--- src/rtl/dmem_arb_pkg.sv ---
// rtl/dmem_arb_pkg.sv - shared types and constants for the DMEM arbiter
package dmem_arb_pkg;

    typedef enum logic [1:0] {
        IDLE  = 2'd0,
        PEND  = 2'd1,
        FORCE = 2'd2,
        ACK   = 2'd3
    } arb_state_e;

    localparam logic WORR_WRITE = 1'b1;
    localparam logic WORR_READ  = 1'b0;

endpackage

--- src/rtl/dmem_arbiter_if.sv ---
// rtl/dmem_arbiter_if.sv - CPU, debug and DMEM signal bundle around the arbiter
interface dmem_arbiter_if #(
    parameter int ADDR_W = 5,
    parameter int DATA_W = 32,
    parameter int CNT_W  = 16
);
    logic              cpu_ena;
    logic              cpu_worr;
    logic [ADDR_W-1:0] cpu_addr;
    logic [DATA_W-1:0] cpu_wdata;
    logic [DATA_W-1:0] cpu_rdata;
    logic              cpu_stall;

    logic              dbg_req;
    logic              dbg_worr;
    logic [ADDR_W-1:0] dbg_addr;
    logic [DATA_W-1:0] dbg_wdata;
    logic              dbg_ack;
    logic [DATA_W-1:0] dbg_rdata;

    logic              dm_ena;
    logic              dm_worr;
    logic [ADDR_W-1:0] dm_addr;
    logic [DATA_W-1:0] dm_wdata;
    logic [DATA_W-1:0] dm_rdata;

    logic [CNT_W-1:0]  force_cnt;

    modport slave (
        input  cpu_ena, cpu_worr, cpu_addr, cpu_wdata,
        output cpu_rdata, cpu_stall,
        input  dbg_req, dbg_worr, dbg_addr, dbg_wdata,
        output dbg_ack, dbg_rdata,
        output dm_ena, dm_worr, dm_addr, dm_wdata,
        input  dm_rdata,
        output force_cnt
    );

    modport master (
        output cpu_ena, cpu_worr, cpu_addr, cpu_wdata,
        input  cpu_rdata, cpu_stall,
        output dbg_req, dbg_worr, dbg_addr, dbg_wdata,
        input  dbg_ack, dbg_rdata,
        input  dm_ena, dm_worr, dm_addr, dm_wdata,
        output dm_rdata,
        input  force_cnt
    );

endinterface

--- src/rtl/dmem_arbiter.sv ---
// rtl/dmem_arbiter.sv - shares single-port DMEM between CPU and debug requester
module dmem_arbiter
    import dmem_arb_pkg::*;
#(
    parameter int ADDR_W   = 5,
    parameter int DATA_W   = 32,
    parameter int MAX_WAIT = 4,
    parameter int CNT_W    = 16
) (
    input  logic           clk,
    input  logic           rst,
    dmem_arbiter_if.slave  bus
);

    localparam int WAIT_W = (MAX_WAIT > 1) ? $clog2(MAX_WAIT) : 1;
    localparam logic [WAIT_W-1:0] WAIT_LAST = WAIT_W'(MAX_WAIT - 1);

    arb_state_e        r_state;
    arb_state_e        w_next;
    logic [WAIT_W-1:0] r_wait_cnt;
    logic              r_pend_worr;
    logic [ADDR_W-1:0] r_pend_addr;
    logic [DATA_W-1:0] r_pend_wdata;
    logic              r_dbg_ack;
    logic [DATA_W-1:0] r_dbg_rdata;
    logic [CNT_W-1:0]  r_force_cnt;
    logic              w_dbg_own;
    logic              w_pend_read;

    assign w_pend_read = (r_pend_worr == WORR_READ);

    // Debug owns DMEM only in its service cycle: an idle PEND cycle or FORCE.
    always_comb begin
        w_next    = r_state;
        w_dbg_own = 1'b0;
        case (r_state)
            IDLE: begin
                if (bus.dbg_req) w_next = PEND;
            end
            PEND: begin
                if (!bus.cpu_ena) begin
                    w_dbg_own = 1'b1;
                    w_next    = ACK;
                end else if (r_wait_cnt == WAIT_LAST) begin
                    w_next = FORCE;
                end
            end
            FORCE: begin
                w_dbg_own = 1'b1;
                w_next    = ACK;
            end
            ACK:     w_next = IDLE;
            default: w_next = IDLE;
        endcase
    end

    always_ff @(posedge clk or posedge rst) begin
        if (rst) begin
            r_state      <= IDLE;
            r_wait_cnt   <= '0;
            r_pend_worr  <= 1'b0;
            r_pend_addr  <= '0;
            r_pend_wdata <= '0;
            r_dbg_ack    <= 1'b0;
            r_dbg_rdata  <= '0;
            r_force_cnt  <= '0;
        end else begin
            r_state   <= w_next;
            r_dbg_ack <= (w_next == ACK);
            if (r_state == IDLE && bus.dbg_req) begin
                r_pend_worr  <= bus.dbg_worr;
                r_pend_addr  <= bus.dbg_addr;
                r_pend_wdata <= bus.dbg_wdata;
                r_wait_cnt   <= '0;
            end else if (r_state == PEND && bus.cpu_ena && r_wait_cnt != WAIT_LAST) begin
                r_wait_cnt <= r_wait_cnt + WAIT_W'(1);
            end
            if (w_dbg_own && w_pend_read) r_dbg_rdata <= bus.dm_rdata;
            if (r_state == FORCE && r_force_cnt != '1) r_force_cnt <= r_force_cnt + CNT_W'(1);
        end
    end

    assign bus.dm_ena    = w_dbg_own | bus.cpu_ena;
    assign bus.dm_worr   = w_dbg_own ? r_pend_worr  : bus.cpu_worr;
    assign bus.dm_addr   = w_dbg_own ? r_pend_addr  : bus.cpu_addr;
    assign bus.dm_wdata  = w_dbg_own ? r_pend_wdata : bus.cpu_wdata;
    assign bus.cpu_rdata = w_dbg_own ? '0 : bus.dm_rdata;
    assign bus.cpu_stall = (r_state == FORCE);
    assign bus.dbg_ack   = r_dbg_ack;
    assign bus.dbg_rdata = r_dbg_rdata;
    assign bus.force_cnt = r_force_cnt;

endmodule

--- src/flat_wrapper.sv ---
// flat-port wrapper written by rule: the top's interface ports become plain ports
module dmem_arbiter_flat import dmem_arb_pkg::*;
#(
    parameter int ADDR_W   = 5,
    parameter int DATA_W   = 32,
    parameter int MAX_WAIT = 4,
    parameter int CNT_W    = 16
)
  (clk, rst, bus_cpu_ena, bus_cpu_worr, bus_cpu_addr, bus_cpu_wdata, bus_cpu_rdata, bus_cpu_stall, bus_dbg_req, bus_dbg_worr, bus_dbg_addr, bus_dbg_wdata, bus_dbg_ack, bus_dbg_rdata, bus_dm_ena, bus_dm_worr, bus_dm_addr, bus_dm_wdata, bus_dm_rdata, bus_force_cnt);
  dmem_arbiter_if #(.ADDR_W(ADDR_W), .DATA_W(DATA_W), .CNT_W(CNT_W)) bus_i ();
  input  logic clk;
  input  logic rst;
  input wire logic [$bits(bus_i.cpu_ena)-1:0] bus_cpu_ena;
  input wire logic [$bits(bus_i.cpu_worr)-1:0] bus_cpu_worr;
  input wire logic [$bits(bus_i.cpu_addr)-1:0] bus_cpu_addr;
  input wire logic [$bits(bus_i.cpu_wdata)-1:0] bus_cpu_wdata;
  output wire logic [$bits(bus_i.cpu_rdata)-1:0] bus_cpu_rdata;
  output wire logic [$bits(bus_i.cpu_stall)-1:0] bus_cpu_stall;
  input wire logic [$bits(bus_i.dbg_req)-1:0] bus_dbg_req;
  input wire logic [$bits(bus_i.dbg_worr)-1:0] bus_dbg_worr;
  input wire logic [$bits(bus_i.dbg_addr)-1:0] bus_dbg_addr;
  input wire logic [$bits(bus_i.dbg_wdata)-1:0] bus_dbg_wdata;
  output wire logic [$bits(bus_i.dbg_ack)-1:0] bus_dbg_ack;
  output wire logic [$bits(bus_i.dbg_rdata)-1:0] bus_dbg_rdata;
  output wire logic [$bits(bus_i.dm_ena)-1:0] bus_dm_ena;
  output wire logic [$bits(bus_i.dm_worr)-1:0] bus_dm_worr;
  output wire logic [$bits(bus_i.dm_addr)-1:0] bus_dm_addr;
  output wire logic [$bits(bus_i.dm_wdata)-1:0] bus_dm_wdata;
  input wire logic [$bits(bus_i.dm_rdata)-1:0] bus_dm_rdata;
  output wire logic [$bits(bus_i.force_cnt)-1:0] bus_force_cnt;
  assign bus_i.cpu_ena = bus_cpu_ena;
  assign bus_i.cpu_worr = bus_cpu_worr;
  assign bus_i.cpu_addr = bus_cpu_addr;
  assign bus_i.cpu_wdata = bus_cpu_wdata;
  assign bus_cpu_rdata = bus_i.cpu_rdata;
  assign bus_cpu_stall = bus_i.cpu_stall;
  assign bus_i.dbg_req = bus_dbg_req;
  assign bus_i.dbg_worr = bus_dbg_worr;
  assign bus_i.dbg_addr = bus_dbg_addr;
  assign bus_i.dbg_wdata = bus_dbg_wdata;
  assign bus_dbg_ack = bus_i.dbg_ack;
  assign bus_dbg_rdata = bus_i.dbg_rdata;
  assign bus_dm_ena = bus_i.dm_ena;
  assign bus_dm_worr = bus_i.dm_worr;
  assign bus_dm_addr = bus_i.dm_addr;
  assign bus_dm_wdata = bus_i.dm_wdata;
  assign bus_i.dm_rdata = bus_dm_rdata;
  assign bus_force_cnt = bus_i.force_cnt;
  dmem_arbiter #(.ADDR_W(ADDR_W), .DATA_W(DATA_W), .MAX_WAIT(MAX_WAIT), .CNT_W(CNT_W)) u_core (.clk(clk), .rst(rst), .bus(bus_i));
endmodule
--- config.mk ---
export PLATFORM = sky130hd
export DESIGN_NAME = dmem_arbiter_flat
export DESIGN_NICKNAME = d
export VERILOG_FILES = /design/src/rtl/dmem_arb_pkg.sv /design/src/rtl/dmem_arbiter_if.sv /design/src/rtl/dmem_arbiter.sv /design/src/flat_wrapper.sv
export SDC_FILE = /design/constraint.sdc
export NUM_CORES = 1
export LEC_CHECK = 0
export CAP_MARGIN = 20
export CORE_MARGIN = 2
export CORE_UTILIZATION = 26
export CTS_CLUSTER_DIAMETER = 100
export CTS_CLUSTER_SIZE = 25
export DETAILED_ROUTE_END_ITERATION = 10
export GPL_TIMING_DRIVEN = 1
export HOLD_SLACK_MARGIN = 0.08
export PLACE_DENSITY = 0.6
export SLEW_MARGIN = 20
export SYNTH_ARGS = -nofsm -noshare
export SYNTH_HDL_FRONTEND = slang
export SYNTH_SLANG_ARGS = --single-unit
--- constraint.sdc ---
create_clock -name clk -period 10 [get_ports clk]
set_clock_uncertainty 0.2 [all_clocks]
set_input_delay 2 -clock clk [delete_from_list [all_inputs] [get_ports clk]]
set_output_delay 2 -clock clk [all_outputs]
set_load 0.02 [all_outputs]
Word-level counts from Yosys, hierarchy flattened
Cells that the tools add are included.
- bits in registers: 91
- output and inout port bits: 121
- logic and storage cells: 38
- input bits: 112
- equal/unequal tests: 7
- $add $sub $neg: 2
- muxes and demuxes: 12
- reduce and logical (&&, ||, !) cells: 7
- bitwise gates (word level): 2
- operators with widths (operator ; count):
    32-bit two-way mux ; 2
    16-bit by 1-bit adder with 16-bit output, second input constant ; 1
    16-bit inequality test, second input constant ; 1
    2-bit two-way mux ; 5
    2-bit equality test, second input constant ; 4
    2-bit one-hot mux with 4 select lines ; 1
    1-bit logical AND ; 5
    5-bit two-way mux ; 1
    2-bit by 1-bit adder with 2-bit output, second input constant ; 1
    2-bit by 1-bit equality test with 1-bit output, second input constant ; 1
    2-bit logical NOT ; 1
    1-bit two-way mux ; 2
    2-bit inequality test, second input constant ; 1
    1-bit one-hot mux with 2 select lines ; 1
    2-bit nonzero test ; 1
    1-bit inverter ; 1
    1-bit bitwise OR ; 1

Logic depth before layout (Yosys ltp)
- depth after elaboration: 5
- mapped depth: 8
- depth with buffers taken out: 6

Worst setup path after synthesis
OpenSTA, ideal clock, no wires.
- path kind: input to output
- from: input bus_cpu_ena
- to: output bus_dm_addr[4]
- slack: 4.764 ns
- cell stages on the path: 4
- arrival: 3.036 ns
- cells stage by stage: and2b_1 > o21ai_4 > buf_2 > mux2_2
- cells in the longest elaborated chain, start to end: 3
- RTL lines (item ; RTL line ; RTL):
    start, declared ; flat_wrapper.sv:13 ; input wire logic [$bits(bus_i.cpu_ena)-1:0] bus_cpu_ena;
    1-bit two-way mux ; dmem_arbiter.sv:41 ; if (!bus.cpu_ena) begin
    1-bit one-hot mux with 2 select lines ; dmem_arbiter.sv:36 ; case (r_state)
    5-bit two-way mux ; dmem_arbiter.sv:85 ; assign bus.dm_addr = w_dbg_own ? r_pend_addr : bus.cpu_addr;
    end, declared ; flat_wrapper.sv:27 ; output wire logic [$bits(bus_i.dm_addr)-1:0] bus_dm_addr;
No other way between the ends.

Worst setup path in the final report
- from: input bus_cpu_ena
- to: output bus_dm_wdata[18]
- cells in the longest elaborated chain, start to end: 3
- RTL lines (item ; RTL line ; RTL):
    1-bit two-way mux ; dmem_arbiter.sv:41 ;
    1-bit one-hot mux with 2 select lines ; dmem_arbiter.sv:36 ;
    32-bit two-way mux ; dmem_arbiter.sv:86 ; assign bus.dm_wdata = w_dbg_own ? r_pend_wdata : bus.cpu_wdata;
    end, declared ; flat_wrapper.sv:28 ; output wire logic [$bits(bus_i.dm_wdata)-1:0] bus_dm_wdata;
No other way between the ends.

==> flow_summary_export.csv <==
group,metric,value,unit
placed_design,dpl-instance-area,7060,sq um
floorplan,core_area,17200,sq um
clock_tree,cts_setup_buffers,0,
floorplan,die_height,136,um
synthesis,synthCells,332,
timing,fin_crit_sh,0.712,
critical_path,worst_ep_arrival_time,4.92,ns
timing,setup-tns-final,0,ns
clock_tree,clkSlewWorstSetupHoldPaths,0.06,ns
timing,slew_headroom,0.283,
cells_and_area,fin_area,7350,sq um
routing,ant_nets,0,
routing,wl_per_cell,15.3,um
synthesis,ys_seq_area_frac,0.503,
power_and_ir_drop,ir_drop,0.116,mV
clock_tree,cts_tree,"built",
floorplan,start_util,0.264,
cells_and_area,syn_to_final_growth,62.3,%
placed_design,io_buffers,232,
global_routing,grt_overflow_total,0,
synthesis,syn_area_per_cell,13.6,sq um
critical_path,path_buf_inv,3,
timing,fin_ws,2.88,ns
cells_and_area,diodes,0,
power_and_ir_drop,power,2.23,mW
synthesis,synthArstFlopShare,1.00,
floorplan,num_io_pins,233,
cells_and_area,layout-drive-gt1-share,0.240,
routing,wl,12.1,mm
placed_design,dp_hpwl,8.97,mm
run,maxCapViolations,0,
cells_and_area,instances_no_fill,791,
clock_tree,clockBufferDepth,2,
critical_path,slowest_stage,"o21ai_4",
critical_path,crit_required,7.80,ns
floorplan,rows,48,
placed_design,post-place-ws,2.82,ns
clock_tree,holdBufCountCts,0,
routing,viasPerCell,4.33,
critical_path,cp_cell_sequence,"clkdlybuf4s50_1 -> and2b_1 -> o21ai_4 -> buf_4 -> mux2_2 -> clkdlybuf4s50_1",
critical_path,end_kind,"primary output",
synthesis,syn_nets,450,
cells_and_area,utilization,0.428,
floorplan,die-area,18500,sq um
clock_tree,clk_latency,0.33,ns
timing,rsz0062_at_grt,"no",
critical_path,critPathMaxFanout,42,
synthesis,synth_area,4530,sq um
synthesis,synth_edf_count,0,
global_routing,grt_max_degree,49,
cells_and_area,layout.nets,679,
synthesis,ys_ff_latch,91,
timing,fmax,141,MHz
global_routing,grt_use_total,0.130,
timing,worst_hold_slack,0.304,ns
timing,hold_violations,0,
timing,min_period,7.12,ns
power_and_ir_drop,powerDensity,304,nW/um^2
global_routing,grt_pass1_wl,18.9,mm
run_status,status,"finished, final reports clean",
placed_design,gp_congestion,0.743,
synthesis,ys_types,37,
routing,firstDrtPassIters,4,
critical_path,critical_path_class,"in -> out",
timing,drv_slew,0,
critical_path,path_common_cell,"clkdlybuf4s50_1",
clock_tree,cts_resized,0,
timing,tightest_slew,1.07,ns
routing,drc,0,
critical_path,cpPeakStageDelay,0.71,ns
critical_path,critPathTopFamily,"buffers and inverters",
clock_tree,clock_sinks,91,
worst_hold_path,hold_path.class,"reg -> reg",
synthesis,yosys_most_used_dff,"dfrtp_1",
clock_tree,htreeDepth,3,
placed_design,placed_cells,775,
timing,setup_viol,0,
global_routing,antenna_found_initial,0,
floorplan,fp.dieW,136,um
power_and_ir_drop,leakagePower,3.11,nW
global_routing,grt_pass1_vias,3632,
clock_tree,root_buffer,"clkbuf_16",
routing,drt_iter0_drc,125,
clock_tree,numCtsBuffers,9,
routing,vias,3424,
critical_path,startpoint_type,"primary input",
synthesis,synth-warning-count,0,
==> cells in the final DEF, fill, tap and decap left out, types with 3 or more instances in the layout <==
cell type and instances:
nor4_1 3, clkbuf_1 3, dfrtp_1 91, nor3_1 3, nand3_1 7, and2_1 34
ha_1 6, clkdlybuf4s50_1 232, nand4_1 4, nand2_1 5, clkbuf_16 9, inv_1 5
xor2_1 10, a21oi_1 4, mux2_4 30, nor2_1 7, o21ai_0 5, mux2_2 81
==> metal layers <==
layer  up-vias  global-route usage  part of all wire
met5         -                   0                 0
met2       132               0.216              0.49
met3        15              0.0365             0.071
li1       1626                   -                 -
met1      1651               0.160              0.42
met4         0              0.0492             0.016
==> state kept, by name (all words and copies together), names as in the netlist <==
signal and flops:
u_core.bus.dbg_ack 1, u_core.bus.dbg_rdata 32, u_core.bus.force_cnt 16, u_core.r_pend_addr 5
u_core.r_pend_wdata 32, u_core.r_pend_worr 1, u_core.r_state 2, u_core.r_wait_cnt 2
==> synth_stat cells (all sizes together), types with 2 or more instances <==
cell type / n / area share
a21oi: 4 / 0.0044
and2: 34 / 0.047
and4: 2 / 0.0044
buf: 10 / 0.017
clkbuf: 6 / 0.0052
dfrtp: 91 / 0.50
ha: 6 / 0.017
inv: 6 / 0.0050
mux2: 111 / 0.30
nand2: 6 / 0.0050
nand2b: 2 / 0.0028
nand3: 8 / 0.012
nand4: 5 / 0.0083
nor2: 7 / 0.0058
nor3: 3 / 0.0033
nor4: 4 / 0.0069
o21ai: 6 / 0.0091
xor2: 10 / 0.019
==> area by class of cell <==
cell class	instances	area [sq um]
inverters	6	25.0
clock inverters	3	46.3
clock buffers	13	250
repair buffers	234	2340
fillers	1648	9820
flip-flops and latches	91	2280
multi-input cells	219	2130
well taps	225	282
==> cell families after synthesis <==
kind of cell	count (synthesis)	synth area share
muxes	112	0.303
DFF	91	0.503
and+or+nand+nor	74	0.101
buffers and inverters	22	0.0268
AOI/OAI and AO/OA	16	0.0284
xor gates and xnor gates	11	0.0213
adders and majority gates	6	0.0166
==> power by group <==
group	total (mW)	switching [mW]	internal, mW
Clock	0.342	0.140	0.202
Combinational	1.26	0.557	0.700
Sequential	0.636	0.101	0.535
==> path summary, 6_finish.rpt <==
kind / endpoint / slack [ns] / startpoint / cells past startpoint
hold / removal: u_core.bus.dbg_rdata[30]$_DFFE_PP0P_ / 0.30 / u_core.bus.dbg_rdata[30]$_DFFE_PP0P_ / 1
setup / recovery: bus_dm_wdata[18] / 2.88 / bus_cpu_ena / 6
min in group asynchronous: u_core.bus.dbg_rdata[4]$_DFFE_PP0P_ / 1.88 / rst / 2
max in group asynchronous: u_core.bus.dbg_rdata[19]$_DFFE_PP0P_ / 6.68 / rst / 3
setup reg to reg: u_core.bus.dbg_rdata[30]$_DFFE_PP0P_ / 6.62 / u_core.r_state[1]$_DFF_PP0_ / 6
hold reg to reg: u_core.bus.dbg_rdata[30]$_DFFE_PP0P_ / 0.30 / u_core.bus.dbg_rdata[30]$_DFFE_PP0P_ / 1
(Power assumes the default switching activity.)
